--- config.mk ---
export PLATFORM = sky130hd
export DESIGN_NAME = mux8_rr_arbiter
export DESIGN_NICKNAME = d
export VERILOG_FILES = /design/src/rtl/mux8_rr_arbiter.sv
export SDC_FILE = /design/constraint.sdc
export NUM_CORES = 1
export LEC_CHECK = 0
export CAP_MARGIN = 20
export CELL_PAD_IN_SITES_DETAIL_PLACEMENT = 1
export CELL_PAD_IN_SITES_GLOBAL_PLACEMENT = 1
export CORE_ASPECT_RATIO = 0.7
export CORE_MARGIN = 2
export CORE_UTILIZATION = 25
export DETAILED_ROUTE_END_ITERATION = 12
export GPL_TIMING_DRIVEN = 0
export PLACE_DENSITY_LB_ADDON = 0.1
export SLEW_MARGIN = 20
export SYNTH_ARGS = -nofsm -noshare
export SYNTH_HDL_FRONTEND = slang
export SYNTH_SLANG_ARGS = --single-unit
--- constraint.sdc ---
create_clock -name clk -period 4.57 [get_ports clk]
set_clock_uncertainty 0.2 [all_clocks]
set_input_delay 0.457 -clock clk [delete_from_list [all_inputs] [get_ports clk]]
set_output_delay 0.457 -clock clk [all_outputs]
set_load 0.01 [all_outputs]
--- src/rtl/mux8_rr_arbiter.sv ---
`timescale 1ns/1ps
// mux8_rr_arbiter
// Round-robin arbiter and select sequencer for an 8:1 one-bit mux datapath.
// One requester owns the shared output at a time. An owner keeps the grant
// for at most MAX_HOLD consecutive cycles, and then the next requester in
// rotating priority order gets the grant.
//
// Optional feature: define MUX8_ARB_LOCK_EN to add lock_i. While OWNED and
// lock_i=1, the hold-limit release is suppressed and the owner keeps the
// grant until its request drops.
//
// Ports:
//   clk      - clock, rising edge
//   rst_n    - asynchronous active-low reset
//   lock_i   - (MUX8_ARB_LOCK_EN only) suppress the hold-limit release
//   req_i    - request bit per requester
//   din_i    - data bit per requester (bit k belongs to requester k)
//   grant_o  - registered one-hot (or zero) grant to the current owner
//   sel_o    - registered index of the current or most recent owner
//   busy_o   - registered, high while a grant is active
//   dout_o   - combinational: din_i[sel_o] when busy, else 0
module mux8_rr_arbiter #(
    parameter int unsigned N        = 8,
    parameter int unsigned MAX_HOLD = 4
) (
`ifdef MUX8_ARB_LOCK_EN
    input  logic         lock_i,
`endif
    input  logic         clk,
    input  logic         rst_n,
    input  logic [N-1:0] req_i,
    input  logic [N-1:0] din_i,
    output logic [N-1:0] grant_o,
    output logic [2:0]   sel_o,
    output logic         busy_o,
    output logic         dout_o
);

    localparam int unsigned SEL_W = 3;
    localparam int unsigned CNT_W = 4;

    typedef enum logic {
        ST_IDLE  = 1'b0,
        ST_OWNED = 1'b1
    } state_e;

    state_e             state_q, state_d;
    logic [N-1:0]       grant_q, grant_d;
    logic [SEL_W-1:0]   sel_q, sel_d;
    logic               busy_q, busy_d;
    logic [SEL_W-1:0]   last_q, last_d;
    logic [CNT_W-1:0]   hold_cnt_q, hold_cnt_d;

    logic               win_found;
    logic [SEL_W-1:0]   win_idx;
    logic               lock_c;
    logic               at_max;
    logic               release_c;

`ifdef MUX8_ARB_LOCK_EN
    assign lock_c = lock_i;
`else
    assign lock_c = 1'b0;
`endif

    // Rotating-priority search: last+1 .. last+8 (mod 8); the previous owner
    // is examined last, so it only wins when nobody else is requesting.
    always_comb begin
        logic [SEL_W-1:0] idx;
        win_found = 1'b0;
        win_idx   = '0;
        idx       = '0;
        for (int unsigned i = 1; i <= N; i++) begin
            idx = SEL_W'(last_q + SEL_W'(i));
            if (!win_found && req_i[idx]) begin
                win_found = 1'b1;
                win_idx   = idx;
            end
        end
    end

    assign at_max    = (hold_cnt_q == CNT_W'(MAX_HOLD));
    assign release_c = !req_i[sel_q] || (at_max && !lock_c);

    // Next-state and registered-output logic.
    always_comb begin
        state_d    = state_q;
        grant_d    = grant_q;
        sel_d      = sel_q;
        busy_d     = busy_q;
        last_d     = last_q;
        hold_cnt_d = hold_cnt_q;

        case (state_q)
            ST_IDLE: begin
                if (win_found) begin
                    state_d    = ST_OWNED;
                    grant_d    = N'(1) << win_idx;
                    sel_d      = win_idx;
                    busy_d     = 1'b1;
                    last_d     = win_idx;
                    hold_cnt_d = CNT_W'(1);
                end
            end
            ST_OWNED: begin
                if (!release_c) begin
                    // Saturates only when lock has suppressed the limit.
                    if (!at_max) begin
                        hold_cnt_d = hold_cnt_q + CNT_W'(1);
                    end
                end else if (win_found) begin
                    // Hand over at this same edge; no idle gap.
                    grant_d    = N'(1) << win_idx;
                    sel_d      = win_idx;
                    last_d     = win_idx;
                    hold_cnt_d = CNT_W'(1);
                end else begin
                    state_d    = ST_IDLE;
                    grant_d    = '0;
                    busy_d     = 1'b0;
                    hold_cnt_d = '0;
                end
            end
            default: begin
                state_d = ST_IDLE;
            end
        endcase
    end

    // State registers.
    always_ff @(posedge clk or negedge rst_n) begin
        if (!rst_n) begin
            state_q    <= ST_IDLE;
            grant_q    <= '0;
            sel_q      <= '0;
            busy_q     <= 1'b0;
            last_q     <= SEL_W'(N - 1);
            hold_cnt_q <= '0;
        end else begin
            state_q    <= state_d;
            grant_q    <= grant_d;
            sel_q      <= sel_d;
            busy_q     <= busy_d;
            last_q     <= last_d;
            hold_cnt_q <= hold_cnt_d;
        end
    end

    assign grant_o = grant_q;
    assign sel_o   = sel_q;
    assign busy_o  = busy_q;
    assign dout_o  = busy_q & din_i[sel_q];

endmodule

# [Word level (Yosys, flattened, before mapping)]
# Cells that the tools add are included.
[totals] word_cells=108 ff_bits=20 inputBits=18 out_inout_bits=13
[op_classes] n_eq_ne=5 addsub=8 n_mux=58 reduce_logical=19 bitwise_logic=2 order_cmp=9 shifts=1
[op_table] cell="less-than comparator 3 x 4 -> 1 bit, second input constant" n=9
[op_table] cell="two-way mux 3 bit" n=12
[op_table] cell="binary-select mux 1 bit (select 3 bit)" n=10
[op_table] cell="two-way mux 1 bit" n=24
[op_table] cell="two-way mux 8 bit" n=3
[op_table] cell="case mux 8 bit (2 select lines)" n=1
[op_table] cell="adder 3 bit, second input constant" n=4
[op_table] cell="two-way mux 4 bit" n=3
[op_table] cell="case mux 3 bit (2 select lines)" n=2
[op_table] cell="logical NOT 1 bit" n=8
[op_table] cell="case mux 4 bit (2 select lines)" n=1
[op_table] cell="<< shifter 1 x 3 -> 8 bit, first input constant" n=1
[op_table] cell="logical AND 1 bit" n=7
[op_table] cell="adder 3 x 2 -> 3 bit, second input constant" n=2
[op_table] cell="adder 4 x 1 -> 4 bit, second input constant" n=1
[op_table] cell="== test 4 x 3 -> 1 bit, second input constant" n=1
[op_table] cell="inequality test 2 bit, second input constant" n=2
[op_table] cell="case mux 1 bit (2 select lines)" n=2
[op_table] cell="AND reduction 2 bit" n=2
[op_table] cell="adder 3 x 1 -> 3 bit, second input constant" n=1
[op_table] cell="inequality test 3 x 2 -> 1 bit, second input constant" n=1
[op_table] cell="AND reduction 3 bit" n=1
[op_table] cell="inequality test 2 x 1 -> 1 bit, second input constant" n=1
[op_table] cell="AND 1 bit" n=1
[op_table] cell="other kinds (2)" n=2

# [Logic depth before layout (Yosys ltp)]
# Gate-level depths: netlist (run 1).
[logic_depth] ltp_word=29 depth_mapped=14 depth_no_buf=11

# [Least setup slack after synthesis (run 1)]
# No wires, ideal clock.
[synth_timing] path_type="reg-to-reg" start="reg last_q[1]" end="reg grant_q[6], in the netlist grant_o[6]" path_buffers=4 slack_ns=0.820 setup_time_ns=0.068 arrival_time_ns=3.482 required_time_ns=4.302 stages_incl_launch_ff=14 period_less_slack_ns=3.750 path_cell_list="dfstp_2 > buf_6 > clkbuf_1 > inv_1 > ha_1 > buf_2 > buf_2 > mux2_2 > mux4_2 > o22ai_1 > a211oi_1 > a211o_1 > a211oi_2 > a32o_1"
[synth_between] elab_chain_cells=29 word_cells_on_any_way=60 classes_between="add/sub: 7; eq/ne: 1; shift: 1; mux: 36; reduce/logical: 15"
[synth_rtl] item="start, declared" line_no="51" text="logic [SEL_W-1:0] last_q, last_d;"
[synth_rtl] item="start signal, assigned" line_no="137" text="last_q <= SEL_W'(N - 1);"
[synth_rtl] item="start signal, assigned" line_no="144" text="last_q <= last_d;"
[synth_rtl] item="adder 3 x 1 -> 3 bit" line_no="74" text="idx = SEL_W'(last_q + SEL_W'(i));"
[synth_rtl] item="binary-select mux 1 bit (select 3 bit)" line_no="75" text="if (!win_found && req_i[idx]) begin"
[synth_rtl] item="two-way mux 1 bit (implied by the code)" line_no="75"
[synth_rtl] item="two-way mux 1 bit" line_no="75"
[synth_rtl] item="logical NOT 1 bit" line_no="75"
[synth_rtl] item="logical AND 1 bit" line_no="75"
[synth_rtl] item="two-way mux 1 bit" line_no="75"
[synth_rtl] item="logical NOT 1 bit" line_no="75"
[synth_rtl] item="[13 not listed]"
[synth_rtl] item="two-way mux 1 bit" line_no="75"
[synth_rtl] item="logical NOT 1 bit" line_no="75"
[synth_rtl] item="logical AND 1 bit" line_no="75"
[synth_rtl] item="two-way mux 3 bit" line_no="75"
[synth_rtl] item="<< shifter 1 x 3 -> 8 bit" line_no="98, 113"
[synth_rtl] item="two-way mux 8 bit" line_no="111" text="end else if (win_found) begin"
[synth_rtl] item="two-way mux 8 bit" line_no="106" text="if (!release_c) begin"
[synth_rtl] item="case mux 8 bit (2 select lines)" line_no="94" text="case (state_q)"
[synth_rtl] item="end signal, assigned" line_no="141" text="grant_q <= grant_d;"
[synth_rtl] item="end, declared" line_no="48" text="logic [N-1:0] grant_q, grant_d;"
# Parallel ways exist; a longest one is shown, timed or not. The select of a mux whose other input is x is not followed.
# A chain may end at the register's enable or synchronous reset.

# [Final worst setup path (run 1)]
[layout_timing] start="reg last_q[0]" end="reg grant_q[7], in the netlist grant_o[7]"
# Same word-level chain as after synthesis.

==> results.py, run 1 <==
metrics = {
    "outcome": {
        "status": "finished, final reports clean",
    },
    "floorplan": {
        "die_area_sq_um": 9360,
        "die_height_microns": 81.6,
        "core-area_sq_um": 8410,
        "start_util": 0.256,
        "die_width_microns": 115,
        "rows": 28,
        "pin_count": 31,
    },
    "worst_setup_path": {
        "worst-path-max-fanout": 10,
        "critical_path.slowest_cell": "sky130_fd_sc_hd__dfstp_2",
        "timing.critical_path.slowest_cell_delay_ns": 0.56,
        "r2r_cells": 12,
        "worstSetupPathType": "register to register",
        "cp_arrival_ns": 4.34,
        "worstPathCellList": "buf_2, inv_2, ha_1, buf_2, buf_2, mux2_2, mux4_2, o22ai_1, a211oi_1, a211o_1, a211oi_2, a32o_1",
        "critPathCaptureType": "register",
        "critical_path.startpoint_type": "register",
        "cp_most_frequent_cell": "sky130_fd_sc_hd__buf_2",
        "required_ns": 4.56,
    },
    "cells_and_area": {
        "finish.net_count": 267,
        "multi_input_comb_area_sq_um": 1540,
        "share_of_cells_above_drive_strength_1": 0.222,
        "filler_cell_count": 966,
        "regArea_sq_um": 504,
        "final_cell_count_no_fill": 348,
        "synthToLayoutAreaGrowth_pct": 24.8,
        "antenna-diode-count": 0,
    },
    "worst_hold_path": {
        "min_path_type": "register to register",
        "hold_depth": 2,
    },
    "global_routing": {
        "grtUsageTotal": 0.157,
        "via_count_of_the_first_global_routing_pass": 1971,
        "grt_antenna_before_repair": 0,
        "grt_first_pass_wirelength_microns": 11300,
        "pin_count_of_the_biggest_net_entering_global_routing": 21,
        "grt.overflow.total": 0,
    },
    "timing": {
        "timing.slew.headroom": 0.366,
        "final_min_period_over_clock_period": 0.952,
        "final_period_minus_worst_setup_slack_ns": 4.35,
        "finalHoldViolCount": 0,
        "timing.fmax_mhz": 230,
        "report.final.slew_viol_count": 0,
        "timing.final.ws_setup_ns": 0.219,
        "rsz0062_at_grt": "false",
        "timing.final.setup_violations": 0,
        "worst_pin_slew_ns": 0.948,
        "tns_ns": 0,
    },
    "place": {
        "place.gp.congestion": 0.747,
        "portBuffers": 30,
        "dpl.hpwl_microns": 5280,
        "placed_cells": 345,
        "placement.setup.worst_slack_ns": -0.0415,
    },
    "logic_synthesis": {
        "postSynth.asyncResetShare": 1.00,
        "post_synth_num_cell_types": 59,
        "netlist_top_cells_count": "25 x sky130_fd_sc_hd__nand2_1, 17 x sky130_fd_sc_hd__dfrtp_1, 16 x sky130_fd_sc_hd__mux4_2",
        "ys.warnings.count": 0,
        "synth_seq_area_share": 0.235,
        "synth_largest_area_cell": "sky130_fd_sc_hd__dfrtp_1",
        "edff_count_synth": 0,
        "syn_inst": 210,
        "syn_area_per_cell_sq_um": 10.2,
        "post-synth-top-area-fraction": 0.198,
        "synth_seq_cells": 20,
        "synth_fp_nets": 233,
        "ys_top_cells_by_area": "sky130_fd_sc_hd__dfrtp_1 20%, sky130_fd_sc_hd__mux4_2 17%, sky130_fd_sc_hd__mux4_1 6.1%",
        "syn_area_sq_um": 2150,
        "synth_ff_type": "sky130_fd_sc_hd__dfrtp_1",
        "synth.most_common_cell": "sky130_fd_sc_hd__nand2_1",
    },
    "drt": {
        "route.antenna.remaining_nets": 0,
        "firstDrtPassIters": 4,
        "dr_total_vias": 1933,
        "remaining_drc_errors": 0,
        "route.detailed.vias_per_inst": 5.55,
        "wl_microns": 6710,
        "drt_first_iter_violations": 98,
        "wire_per_inst_microns": 19.3,
    },
    "clock_network": {
        "post_cts_buffers": 0,
        "cts_inserted_buffers": 3,
        "cts-hold-fix-buffers": 0,
        "cts_tree": "yes",
        "clock_path_buffers": 2,
        "cts_max_level": 1,
        "root_buffer": "sky130_fd_sc_hd__clkbuf_16",
        "clock_insertion_delay_worst_skew_ns": 0.26,
        "cts.repair.resized": 0,
        "clk_transition_reported_paths_ns": 0.06,
        "cts_num_sinks": 20,
    },
    "job": {
        "cap_viol_max_count": 0,
    },
}
-- cells in the final DEF, fill, tap and decap left out, types with 5 or more instances in the layout --
master	count
sky130_fd_sc_hd__a21oi_1	14
sky130_fd_sc_hd__buf_2	6
sky130_fd_sc_hd__clkbuf_1	6
sky130_fd_sc_hd__clkdlybuf4s50_1	30
sky130_fd_sc_hd__dfrtp_1	17
sky130_fd_sc_hd__ha_1	5
sky130_fd_sc_hd__inv_1	7
sky130_fd_sc_hd__mux2_2	10
sky130_fd_sc_hd__mux2i_1	7
sky130_fd_sc_hd__mux4_1	5
sky130_fd_sc_hd__mux4_2	16
sky130_fd_sc_hd__nand2_1	25
sky130_fd_sc_hd__nor2_1	8
sky130_fd_sc_hd__nor3_1	5
sky130_fd_sc_hd__o21ai_0	9
-- per-stage QoR --
stage                     hold slack, ns   util  cell area, sq um
final                              0.277  0.319              2680
after global routing               0.319  0.319              2680
after CTS                          0.279  0.319              2680
after detailed placement           0.265  0.307              2580
after global placement             0.271  0.307              2580
after floorplan                  -0.0386      -              2150
-- routing by layer --
metal  up-vias  GRT usage  wire length, microns
met4         0    0.00723                    19
met1      1004      0.252                  3650
met3         2     0.0317                   201
met5         -          0                     0
li1        897          -                     -
met2        30      0.225                  2840
-- final timing paths --
check                                      to       start  slack, ns
worst max-delay path               grant_o[7]   last_q[0]       0.22
max in group asynchronous          grant_o[1]       rst_n       3.06
worst max register to register     grant_o[7]   last_q[0]       0.22
worst min-delay path               grant_o[0]  grant_o[0]       0.28
min in group asynchronous       hold_cnt_q[2]       rst_n       0.53
worst min register to register     grant_o[0]  grant_o[0]       0.28
-- registers in the layout (all words and copies together) (netlist names) --
register    cells
hold_cnt_q      4
last_q          3
busy_o          1
sel_o           3
grant_o         8
state_q         1
-- cell families (layout without fill, tap and decap cells) --
family,Yosys count,after routing,share of synthesized area
mux,39,39,0.324
compound gates,59,59,0.200
simple gates,61,61,0.151
flops,20,20,0.235
buf+inv,23,56,0.0489
xor+xnor,3,3,0.0122
fa+ha+maj,5,5,0.0291
-- critical path: cells and delay by family (launching register included) --
family / cells / cell delay (ns)
compound gates: 5 / 1.36
buf+inv: 4 / 0.98
mux: 2 / 0.88
fa+ha+maj: 1 / 0.31
flops: 1 / 0.56
-- area by class of cell --
cell class / instances / share of cell area
multi-input combinational: 167 / 0.574
sequential: 20 / 0.188
timing repair buffer: 30 / 0.112
tap: 105 / 0.0490
clock buffer: 3 / 0.0280
buffer: 14 / 0.0266
clock inverter: 1 / 0.0112
inverter: 8 / 0.0112
Power of run 1 is not shown: default switching activity piles up to over one toggle a cycle in this logic, so the estimate is an artifact.
==> inputs of run 2 (changes only) <==
SKIP_LAST_GASP = 1   (was not set)
==> results of run 2 <==
Final layout, timing and power as in run 1 (identical DEF).
Power of run 2 is left out for the same reason.
